--- config.mk ---
export PLATFORM = sky130hd
export DESIGN_NAME = lsu_queue
export DESIGN_NICKNAME = d
export VERILOG_FILES = /design/src/rtl/lsu_queue.sv
export SDC_FILE = /design/constraint.sdc
export NUM_CORES = 1
export LEC_CHECK = 0
export CAP_MARGIN = 15
export CORE_MARGIN = 8
export CORE_UTILIZATION = 47
export DETAILED_ROUTE_END_ITERATION = 8
export PLACE_DENSITY = 0.74
export SYNTH_ARGS = -nofsm -noshare
export SYNTH_HDL_FRONTEND = slang
export SYNTH_SLANG_ARGS = --single-unit
--- constraint.sdc ---
create_clock -name clk_i -period 3.65 [get_ports clk_i]
set_clock_uncertainty 0.15 [all_clocks]
set_input_delay 0.5475 -clock clk_i [delete_from_list [all_inputs] [get_ports clk_i]]
set_output_delay 0.5475 -clock clk_i [all_outputs]
set_load 0.02 [all_outputs]
--- src/rtl/lsu_queue.sv ---
// lsu_queue: in-order load/store queue between execute and the data-memory bus.
// Requests from execute are buffered in a C_DEPTH-entry FIFO and issued one at
// a time. Stores get byte-lane steering, loads get sign/zero extension on the
// way back, and misaligned halfword/word accesses are dropped with a pulse.
//
// Ports:
//   clk_i, resetb_i        clock, asynchronous active-low reset
//   clk_en_i               global advance enable
//   ex_lq_wr_i/ex_sq_wr_i  push a load / store from execute
//   ex_funct3_i            access size/sign (0 B, 1 H, 2 W, 4 BU, 5 HU)
//   ex_regd_addr_i         load destination register
//   ex_regs2_data_i        store data
//   ex_addr_i              byte address
//   ex_lq_full_o           queue full
//   dmem_*                 data-memory request/grant/response bus
//   wb_regd_*              register-file write-back
//   misaligned_o/_addr_o   misaligned-access pulse and offending address
module lsu_queue #(
  parameter int C_XLEN  = 32,
  parameter int C_DEPTH = 4
) (
  input  logic              clk_i,
  input  logic              resetb_i,
  input  logic              clk_en_i,
  input  logic              ex_lq_wr_i,
  input  logic              ex_sq_wr_i,
  input  logic [2:0]        ex_funct3_i,
  input  logic [4:0]        ex_regd_addr_i,
  input  logic [C_XLEN-1:0] ex_regs2_data_i,
  input  logic [C_XLEN-1:0] ex_addr_i,
  output logic              ex_lq_full_o,
  output logic              dmem_req_o,
  output logic              dmem_we_o,
  output logic [C_XLEN-1:0] dmem_addr_o,
  output logic [3:0]        dmem_be_o,
  output logic [C_XLEN-1:0] dmem_wdata_o,
  input  logic              dmem_gnt_i,
  input  logic              dmem_rvalid_i,
  input  logic [C_XLEN-1:0] dmem_rdata_i,
  output logic              wb_regd_wr_o,
  output logic [4:0]        wb_regd_addr_o,
  output logic [C_XLEN-1:0] wb_regd_data_o,
  output logic              misaligned_o,
  output logic [C_XLEN-1:0] misaligned_addr_o
);

  localparam int AW = $clog2(C_DEPTH);

  typedef enum logic [1:0] {
    S_IDLE = 2'd0,
    S_REQ  = 2'd1,
    S_WAIT = 2'd2
  } state_t;

  state_t state, state_nxt;

  // FIFO storage
  logic              q_store [C_DEPTH];
  logic [2:0]        q_f3    [C_DEPTH];
  logic [4:0]        q_rd    [C_DEPTH];
  logic [C_XLEN-1:0] q_data  [C_DEPTH];
  logic [C_XLEN-1:0] q_addr  [C_DEPTH];
  logic [AW-1:0]     wr_ptr, rd_ptr;
  logic [AW:0]       count;

  logic push, pop, mis_pop, ld_done, empty;

  // Head entry
  logic              h_store;
  logic [2:0]        h_f3;
  logic [4:0]        h_rd;
  logic [C_XLEN-1:0] h_data;
  logic [C_XLEN-1:0] h_addr;
  logic              h_mis;
  logic [C_XLEN-1:0] ld_shift;
  logic [C_XLEN-1:0] ld_ext;

  assign ex_lq_full_o = (count == (AW+1)'(C_DEPTH));
  assign empty        = (count == '0);
  // A push while full is dropped, regardless of a same-cycle pop.
  assign push         = clk_en_i & (ex_lq_wr_i | ex_sq_wr_i) & ~ex_lq_full_o;

  assign h_store = q_store[rd_ptr];
  assign h_f3    = q_f3[rd_ptr];
  assign h_rd    = q_rd[rd_ptr];
  assign h_data  = q_data[rd_ptr];
  assign h_addr  = q_addr[rd_ptr];

  always_comb begin
    h_mis = 1'b0;
    case (h_f3[1:0])
      2'b01:   h_mis = h_addr[0];
      2'b10:   h_mis = (h_addr[1:0] != 2'b00);
      default: h_mis = 1'b0;
    endcase
  end

  // FIFO
  always_ff @(posedge clk_i or negedge resetb_i) begin
    if (!resetb_i) begin
      wr_ptr <= '0;
      rd_ptr <= '0;
      count  <= '0;
      for (int unsigned i = 0; i < C_DEPTH; i++) begin
        q_store[i] <= 1'b0;
        q_f3[i]    <= '0;
        q_rd[i]    <= '0;
        q_data[i]  <= '0;
        q_addr[i]  <= '0;
      end
    end else begin
      if (push) begin
        q_store[wr_ptr] <= ex_sq_wr_i;
        q_f3[wr_ptr]    <= ex_funct3_i;
        q_rd[wr_ptr]    <= ex_regd_addr_i;
        q_data[wr_ptr]  <= ex_regs2_data_i;
        q_addr[wr_ptr]  <= ex_addr_i;
        wr_ptr          <= wr_ptr + 1'b1;
      end
      if (pop) rd_ptr <= rd_ptr + 1'b1;
      case ({push, pop})
        2'b10:   count <= count + 1'b1;
        2'b01:   count <= count - 1'b1;
        default: count <= count;
      endcase
    end
  end

  // FSM: state register
  always_ff @(posedge clk_i or negedge resetb_i) begin
    if (!resetb_i) state <= S_IDLE;
    else           state <= state_nxt;
  end

  // FSM: next state and pop decisions; nothing moves while clk_en_i is low
  always_comb begin
    state_nxt = state;
    pop       = 1'b0;
    mis_pop   = 1'b0;
    ld_done   = 1'b0;
    if (clk_en_i) begin
      case (state)
        S_IDLE: begin
          if (!empty) begin
            if (h_mis) begin
              pop     = 1'b1;
              mis_pop = 1'b1;
            end else begin
              state_nxt = S_REQ;
            end
          end
        end
        S_REQ: begin
          if (dmem_gnt_i) begin
            if (h_store) begin
              pop       = 1'b1;
              state_nxt = S_IDLE;
            end else begin
              state_nxt = S_WAIT;
            end
          end
        end
        S_WAIT: begin
          if (dmem_rvalid_i) begin
            pop       = 1'b1;
            ld_done   = 1'b1;
            state_nxt = S_IDLE;
          end
        end
        default: state_nxt = S_IDLE;
      endcase
    end
  end

  // FSM: bus outputs, driven from the head only while requesting
  always_comb begin
    dmem_req_o   = (state == S_REQ);
    dmem_we_o    = 1'b0;
    dmem_addr_o  = '0;
    dmem_be_o    = '0;
    dmem_wdata_o = '0;
    if (state == S_REQ) begin
      dmem_we_o   = h_store;
      dmem_addr_o = {h_addr[C_XLEN-1:2], 2'b00};
      case (h_f3[1:0])
        2'b00: begin
          dmem_be_o    = 4'b0001 << h_addr[1:0];
          dmem_wdata_o = {4{h_data[7:0]}};
        end
        2'b01: begin
          dmem_be_o    = 4'b0011 << {h_addr[1], 1'b0};
          dmem_wdata_o = {2{h_data[15:0]}};
        end
        default: begin
          dmem_be_o    = 4'b1111;
          dmem_wdata_o = h_data;
        end
      endcase
    end
  end

  // Load data extraction
  assign ld_shift = dmem_rdata_i >> {h_addr[1:0], 3'b000};

  always_comb begin
    ld_ext = ld_shift;
    case (h_f3)
      3'b000:  ld_ext = {{(C_XLEN-8){ld_shift[7]}}, ld_shift[7:0]};
      3'b001:  ld_ext = {{(C_XLEN-16){ld_shift[15]}}, ld_shift[15:0]};
      3'b100:  ld_ext = {{(C_XLEN-8){1'b0}}, ld_shift[7:0]};
      3'b101:  ld_ext = {{(C_XLEN-16){1'b0}}, ld_shift[15:0]};
      default: ld_ext = ld_shift;
    endcase
  end

  // Registered write-back and misaligned reporting
  always_ff @(posedge clk_i or negedge resetb_i) begin
    if (!resetb_i) begin
      wb_regd_wr_o      <= 1'b0;
      wb_regd_addr_o    <= '0;
      wb_regd_data_o    <= '0;
      misaligned_o      <= 1'b0;
      misaligned_addr_o <= '0;
    end else if (clk_en_i) begin
      wb_regd_wr_o <= ld_done & (h_rd != 5'd0);
      if (ld_done) begin
        wb_regd_addr_o <= h_rd;
        wb_regd_data_o <= ld_ext;
      end
      misaligned_o <= mis_pop;
      if (mis_pop) misaligned_addr_o <= h_addr;
    end
  end

endmodule

==> flow_metrics.py, run 1 <==
metrics = {
    "placed_design": {
        "port_buffers": 250,
        "hpwl_mm": 29.3,
        "gp_congestion": 0.895,
    },
    "critical_path": {
        "cp_cell_sequence": "buf_12 > buf_6 > mux4_2 > and2_1 > clkdlybuf4s50_1",
        "path_class": "register to output pin",
        "cp_slowest_cell": "dfrtp_4",
        "endpoint_kind": "output pin",
        "critPathArrivalTime_ns": 2.84,
        "max_stage_delay_ns": 0.54,
        "critPathMaxFanout": 46,
        "start_kind": "register",
        "cp.required_ns": 2.95,
    },
    "grt": {
        "grt_pass1_wl_mm": 68.3,
        "grt_pass1_vias": 11700,
        "antenna_found_initial": 4,
        "grt_max_degree": 118,
        "grt.total_usage": 0.204,
        "grt.overflow.total": 0,
    },
    "yosys": {
        "yosysTopAreaCell": "dfrtp_1",
        "synth_top_family_by_area": "multiplexers",
        "synth-seq-cells": 372,
        "synth_xor_area_frac": 0.00311,
        "syn-cell-area_um2": 16900,
        "seq_area_frac_synth": 0.551,
        "ys_types": 43,
        "synth_edf_count": 0,
        "ys.flop_type": "dfrtp_1",
        "synth_compound_area_frac": 0.0372,
        "synthTopCellsByArea": "dfrtp_1 55%, mux2_2 20%, mux4_2 9.7%, mux2_1 2.1%, nand2_1 2.0%",
        "async_flop_share": 1.00,
        "avgSynthCellArea_um2": 14.3,
        "yosysWarnings": 0,
        "synth_top_area_frac": 0.551,
        "synthMuxAreaShare": 0.329,
        "synthAdderAreaFrac": 0.00711,
        "synth-simple-area-share": 0.0492,
        "syn_inst": 1184,
    },
    "cells_and_area": {
        "layout_commonest_cell": "dfrtp_1",
        "drive_gt1_frac": 0.345,
        "final_cell_mix": "370 x dfrtp_1, 299 x mux2_2, 221 x clkdlybuf4s50_1, 86 x nand2_1, 73 x mux4_2",
        "area_growth_pct": 27.4,
        "nFillCells": 2734,
        "fin_util": 0.607,
        "num-nets-final": 1556,
        "multiInputGateArea_um2": 7330,
        "regArea_um2": 9320,
    },
    "drt": {
        "first_pass_iters": 5,
        "wl_per_cell_um": 22.4,
        "ant_nets": 0,
        "drc": 0,
        "wl_mm": 43.0,
        "detail_route.iter0.violations": 635,
        "drt-vias-per-instance": 5.63,
        "num_vias": 10800,
    },
    "clock_network": {
        "ctsLongestPathBuffers": 3,
        "cts_sinks": 372,
        "clockRootBuffer": "clkbuf_16",
        "cts_buffers": 40,
        "clkTransAtPathRegs_ns": 0.06,
        "htreeDepth": 2,
        "cts_tree": "done",
        "clk_latency_ns": 0.52,
    },
    "sta": {
        "finalCritPeriodShare": 0.968,
        "rsz0062_at_grt": "no",
        "period_minus_slack_ns": 3.53,
        "maxSlewViolCount": 0,
        "slew_headroom": 0.570,
        "hold_violations": 0,
        "tightest_slew_ns": 0.645,
        "tns_ns": 0,
        "clock.fmax_ghz": 0.283,
        "setup_viol": 0,
        "whs_ns": 0.327,
    },
    "pwr": {
        "ir_worst_vdd_mv": 0.559,
        "p_per_area_nw_per_um2": 1050,
        "total_leakage_power_nw": 9.31,
    },
    "die": {
        "die_area_um2": 42300,
        "initial_core_util": 0.476,
        "fp.dieH_um": 206,
        "boundaryPins": 253,
        "dieWidth_um": 206,
        "core_area_um2": 35500,
        "rows": 69,
    },
    "flow_run": {
        "cap_violations": 0,
    },
    "worst_hold_path": {
        "hold_class": "register to register",
    },
    "outcome": {
        "outcome": "finished clean",
    },
}
-- registers in the layout (all words and copies together) (netlist names) --
name and cells:
q_addr 128, misaligned_addr_o 32, rd_ptr 2, q_rd 20, wb_regd_addr_o 5, wb_regd_data_o 32
wr_ptr 2, q_store 4, wb_regd_wr_o 1, q_f3 12, misaligned_o 1, count 3
q_data 128, state 2
-- critical path, delay by kind of cell, from the launching register on --
family,cells,cell delay [ns]
buffers and inverters,3,1.14
flip-flops,1,0.54
multiplexers,1,0.39
AND/OR/NAND/NOR,1,0.18
-- kinds of logic after synthesis --
family          Yosys count
compound gates          102
xor+xnor                  6
fa+ha+maj                 9
buf+inv                  94
flops                   372
mux                     423
other cells               1
simple gates            177
-- layout make-up --
type / instances / area share
antenna: 1 / 0.000116
clock buffer: 59 / 0.0545
clock inverter: 7 / 0.00279
inverter: 11 / 0.00192
multi-input combinational: 719 / 0.340
sequential: 372 / 0.433
tap: 461 / 0.0268
timing repair buffer: 292 / 0.141
-- metrics by stage --
stage	cells	worst slack (ns)	total power, W	cell area [um^2]
after floorplan	1185	0.0135	0.0145	17000
after global placement	1850	0.344	0.0184	20200
after detailed placement	1850	0.265	0.0187	20200
after CTS	1918	0.00616	0.0227	21500
after global routing	1922	0.0524	0.0238	21500
final	1922	0.117	0.0226	21500
-- metal layers --
layer	vias to the layer above	GRT usage	wire length, um
met5	-	0	34
met3	60	0.0452	2580
li1	4800	-	-
met2	250	0.342	21300
met4	6	0.0503	811
met1	5710	0.268	18300
-- synth_stat cells, types with 2 or more instances --
library cell,n
dfrtp_1,372
nand3_1,5
o21ai_0,21
clkbuf_1,57
nor2b_1,2
a31oi_1,17
mux4_2,73
xor2_1,3
a21oi_1,29
o21ai_1,2
o211ai_1,10
xnor2_1,3
buf_2,18
nand2_1,90
nor2_1,23
buf_4,2
and2_1,43
nand2b_1,6
buf_1,5
mux2i_1,18
mux2_2,299
mux2_1,32
ha_1,8
inv_1,11
a211oi_1,2
a22oi_1,16
-- path summary, 6_finish.rpt --
path	startpoint	end	slack [ns]	depth (start not counted)
max in group asynchronous	resetb_i	wb_regd_data_o[29]	1.82	4
min in group asynchronous	resetb_i	q_data[11]	0.39	2
hold reg to reg	wb_regd_addr_o[2]	wb_regd_addr_o[2]	0.33	2
setup / recovery	rd_ptr[1]	dmem_addr_o[23]	0.12	5
setup reg to reg	rd_ptr[0]	count[2]	0.39	13
hold / removal	wb_regd_addr_o[2]	wb_regd_addr_o[2]	0.33	2
-- power breakdown --
part / switching [W] / internal [W] / leakage [nW]
Clock: 0.00157 / 0.00228 / 0.612
Combinational: 0.00567 / 0.00579 / 4.19
Sequential: 0.00106 / 0.00619 / 4.50
Total: 0.00830 / 0.0143 / 9.31
-- repair_timing --
item                                    CTS  global route
gates resized for setup                  35             6
setup buffers                             0             2
endpoints found under the setup margin   45            30
gates cloned                              1             1
hold buffers                              1             0
endpoints found under the hold margin    48             0
(Power assumes the default switching activity.)
==> run 2: changes to the inputs <==
--- a/config.mk
+++ b/config.mk
@@ -10,6 +10,7 @@
 export CORE_UTILIZATION = 47
 export DETAILED_ROUTE_END_ITERATION = 8
 export PLACE_DENSITY = 0.74
+export SKIP_LAST_GASP = 1
 export SYNTH_ARGS = -nofsm -noshare
 export SYNTH_HDL_FRONTEND = slang
 export SYNTH_SLANG_ARGS = --single-unit
==> run 2 against run 1 <==
Against the previous run:
- die area is the same
- via count shrank 0.33%
- flip-flop and latch count is the same
- critical path depth stayed put
- first-iteration DRC count grew 6.0%
- clock power hardly changed
- routed wire length about the same
- register-to-register slack worse by 0.02 ns
- critical path type unchanged
- highest routed layer unchanged
==> flow_metrics.py, run 2 (synthesis results as in run 1) <==
metrics = {
    "critical_path": {
        "endpoint_kind": "output pin",
        "critPathMaxFanout": 11,
        "cp.required_ns": 2.95,
        "regToRegEndpoint": "count[2]",
        "reg2reg_from": "rd_ptr[0]",
        "path_class": "register to output pin",
        "rr_worst_depth": 13,
        "start_kind": "register",
        "r2r_setup_slack_ns": 0.37,
        "critPathArrivalTime_ns": 2.88,
    },
    "cells_and_area": {
        "layout_commonest_cell": "dfrtp_1",
        "area_growth_pct": 27.4,
        "top_regs": "q_addr: 128 flops, q_data: 128 flops",
        "final_cell_mix": "370 x dfrtp_1, 299 x mux2_2, 223 x clkdlybuf4s50_1, 86 x nand2_1, 73 x mux4_2",
        "drive_gt1_frac": 0.344,
        "final_cells": 1920,
        "num-nets-final": 1554,
    },
    "drt": {
        "wl_mm": 43.0,
        "wl_per_cell_um": 22.4,
        "drt-vias-per-instance": 5.62,
        "drc": 0,
        "first_pass_iters": 5,
        "num_vias": 10800,
        "ant_nets": 0,
        "detail_route.iter0.violations": 673,
    },
    "placed_design": {
        "placedCellCount": 1850,
        "hpwl_mm": 29.3,
        "port_buffers": 250,
        "gp_congestion": 0.895,
    },
    "grt": {
        "antenna_found_initial": 4,
        "grt_max_degree": 118,
        "grt.total_usage": 0.204,
        "grt.overflow.total": 0,
        "grt_pass1_vias": 11700,
        "grt_pass1_wl_mm": 68.3,
    },
    "clock_network": {
        "ctsLongestPathBuffers": 3,
        "htreeDepth": 2,
        "cts_sinks": 372,
        "clkTransAtPathRegs_ns": 0.06,
        "clockRootBuffer": "clkbuf_16",
        "clk_latency_ns": 0.52,
        "cts_tree": "done",
        "cts_buffers": 40,
    },
    "die": {
        "boundaryPins": 253,
        "core_area_um2": 35500,
        "fp.dieH_um": 206,
        "rows": 69,
        "die_area_um2": 42300,
        "dieWidth_um": 206,
        "initial_core_util": 0.476,
    },
    "outcome": {
        "outcome": "finished clean",
    },
    "worst_hold_path": {
        "min_to": "wb_regd_addr_o[2]",
        "hold_class": "register to register",
        "worstHoldPathCells": 2,
        "hold_start": "wb_regd_addr_o[2]",
    },
    "sta": {
        "tightest_slew_ns": 0.646,
        "rsz0062_at_grt": "yes",
        "clock.fmax_ghz": 0.279,
        "hold_violations": 0,
        "slew_headroom": 0.569,
        "setup_viol": 0,
        "period_minus_slack_ns": 3.58,
        "finalCritPeriodShare": 0.981,
        "whs_ns": 0.322,
        "maxSlewViolCount": 0,
    },
    "flow_run": {
        "cap_violations": 0,
    },
    "pwr": {
        "p_per_area_nw_per_um2": 1050,
        "ir_worst_vdd_mv": 0.559,
        "total_leakage_power_nw": 9.41,
    },
}
-- run 2: cell count changes in the layout (fill, tap and decap cells not counted) --
cell and change:
dlygate4sd2_1 -12, dlymetal6s2s_1 +10, clkdlybuf4s50_1 +2, buf_12 -1, clkbuf_16 -1, nand2b_2 -1, nand2b_4 +1
-- run 2: timing repair --
action / in CTS / in global routing
endpoints found under the setup margin: 45 / 42
buffers inserted: 0 / 1
hold buffers: 1 / 0
cloned: 1 / 0
gates resized for setup: 23 / 17
hold endpoints to repair: 48 / 0
-- run 2: power breakdown --
part           internal, W  leakage (nW)  switching, W  total [W]
clock              0.00228         0.612       0.00157    0.00385
combinational      0.00582          4.29       0.00568     0.0115
sequential         0.00619          4.50       0.00107    0.00725
total               0.0143          9.41       0.00831     0.0226
-- run 2: critical path, cell delays in order (launching register included) --
cell             delay, ns
dfrtp_4               0.48
mux4_2                0.57
ha_4                  0.23
or2_4                 0.30
a21oi_1               0.16
clkdlybuf4s50_1       0.63
-- run 2: how the worst max path moves through the flow --
stage | start | end | slack, ns | cells after the start
after floorplan | rd_ptr[0] | count[2] | 0.01 | 16
after global placement | rd_ptr[0] | dmem_addr_o[26] | 0.34 | 5
after detailed placement | rd_ptr[0] | dmem_wdata_o[14] | 0.26 | 7
after CTS | rd_ptr[0] | dmem_wdata_o[14] | -0.11 | 7
after global routing | rd_ptr[0] | dmem_be_o[1] | -0.01 | 6
final | rd_ptr[0] | dmem_be_o[3] | 0.07 | 5
-- run 2: routing by layer --
layer	routed length, um	up-vias	track usage
li1	-	4793	-
met1	18200	5670	0.268
met2	21200	258	0.342
met3	2680	63	0.0452
met4	849	6	0.0503
met5	37	-	0
-- run 2: through the flow --
stage	worst slack, ns	setup TNS, ns	cell area (um^2)	power (W)	util
2_1_floorplan	0.0135	0	17000	0.0145	-
3_3_place_gp	0.344	0	20200	0.0184	0.569
3_5_place_dp	0.265	0	20200	0.0187	0.569
4_1_cts	-0.111	-1.08	21500	0.0227	0.605
5_1_grt	-0.0106	-0.0135	21500	0.0239	0.607
6_report	0.0702	0	21500	0.0226	0.607
-- run 2: layout make-up --
class | count | area [um^2]
fill | 2724 | 13900
sequential | 372 | 9320
multi-input combinational | 719 | 7340
timing repair buffer | 290 | 3030
clock buffer | 59 | 1170
tap | 461 | 577
clock inverter | 7 | 60.1
inverter | 11 | 41.3
antenna | 1 | 2.50
==> run 3: changes to the inputs <==
--- a/config.mk
+++ b/config.mk
@@ -11,6 +11,7 @@
 export DETAILED_ROUTE_END_ITERATION = 8
 export PLACE_DENSITY = 0.74
 export SKIP_LAST_GASP = 1
+export SLEW_MARGIN = 20
 export SYNTH_ARGS = -nofsm -noshare
 export SYNTH_HDL_FRONTEND = slang
 export SYNTH_SLANG_ARGS = --single-unit
==> results of run 3 <==
The final DEF is identical to that of run 2; final timing and power are the same.
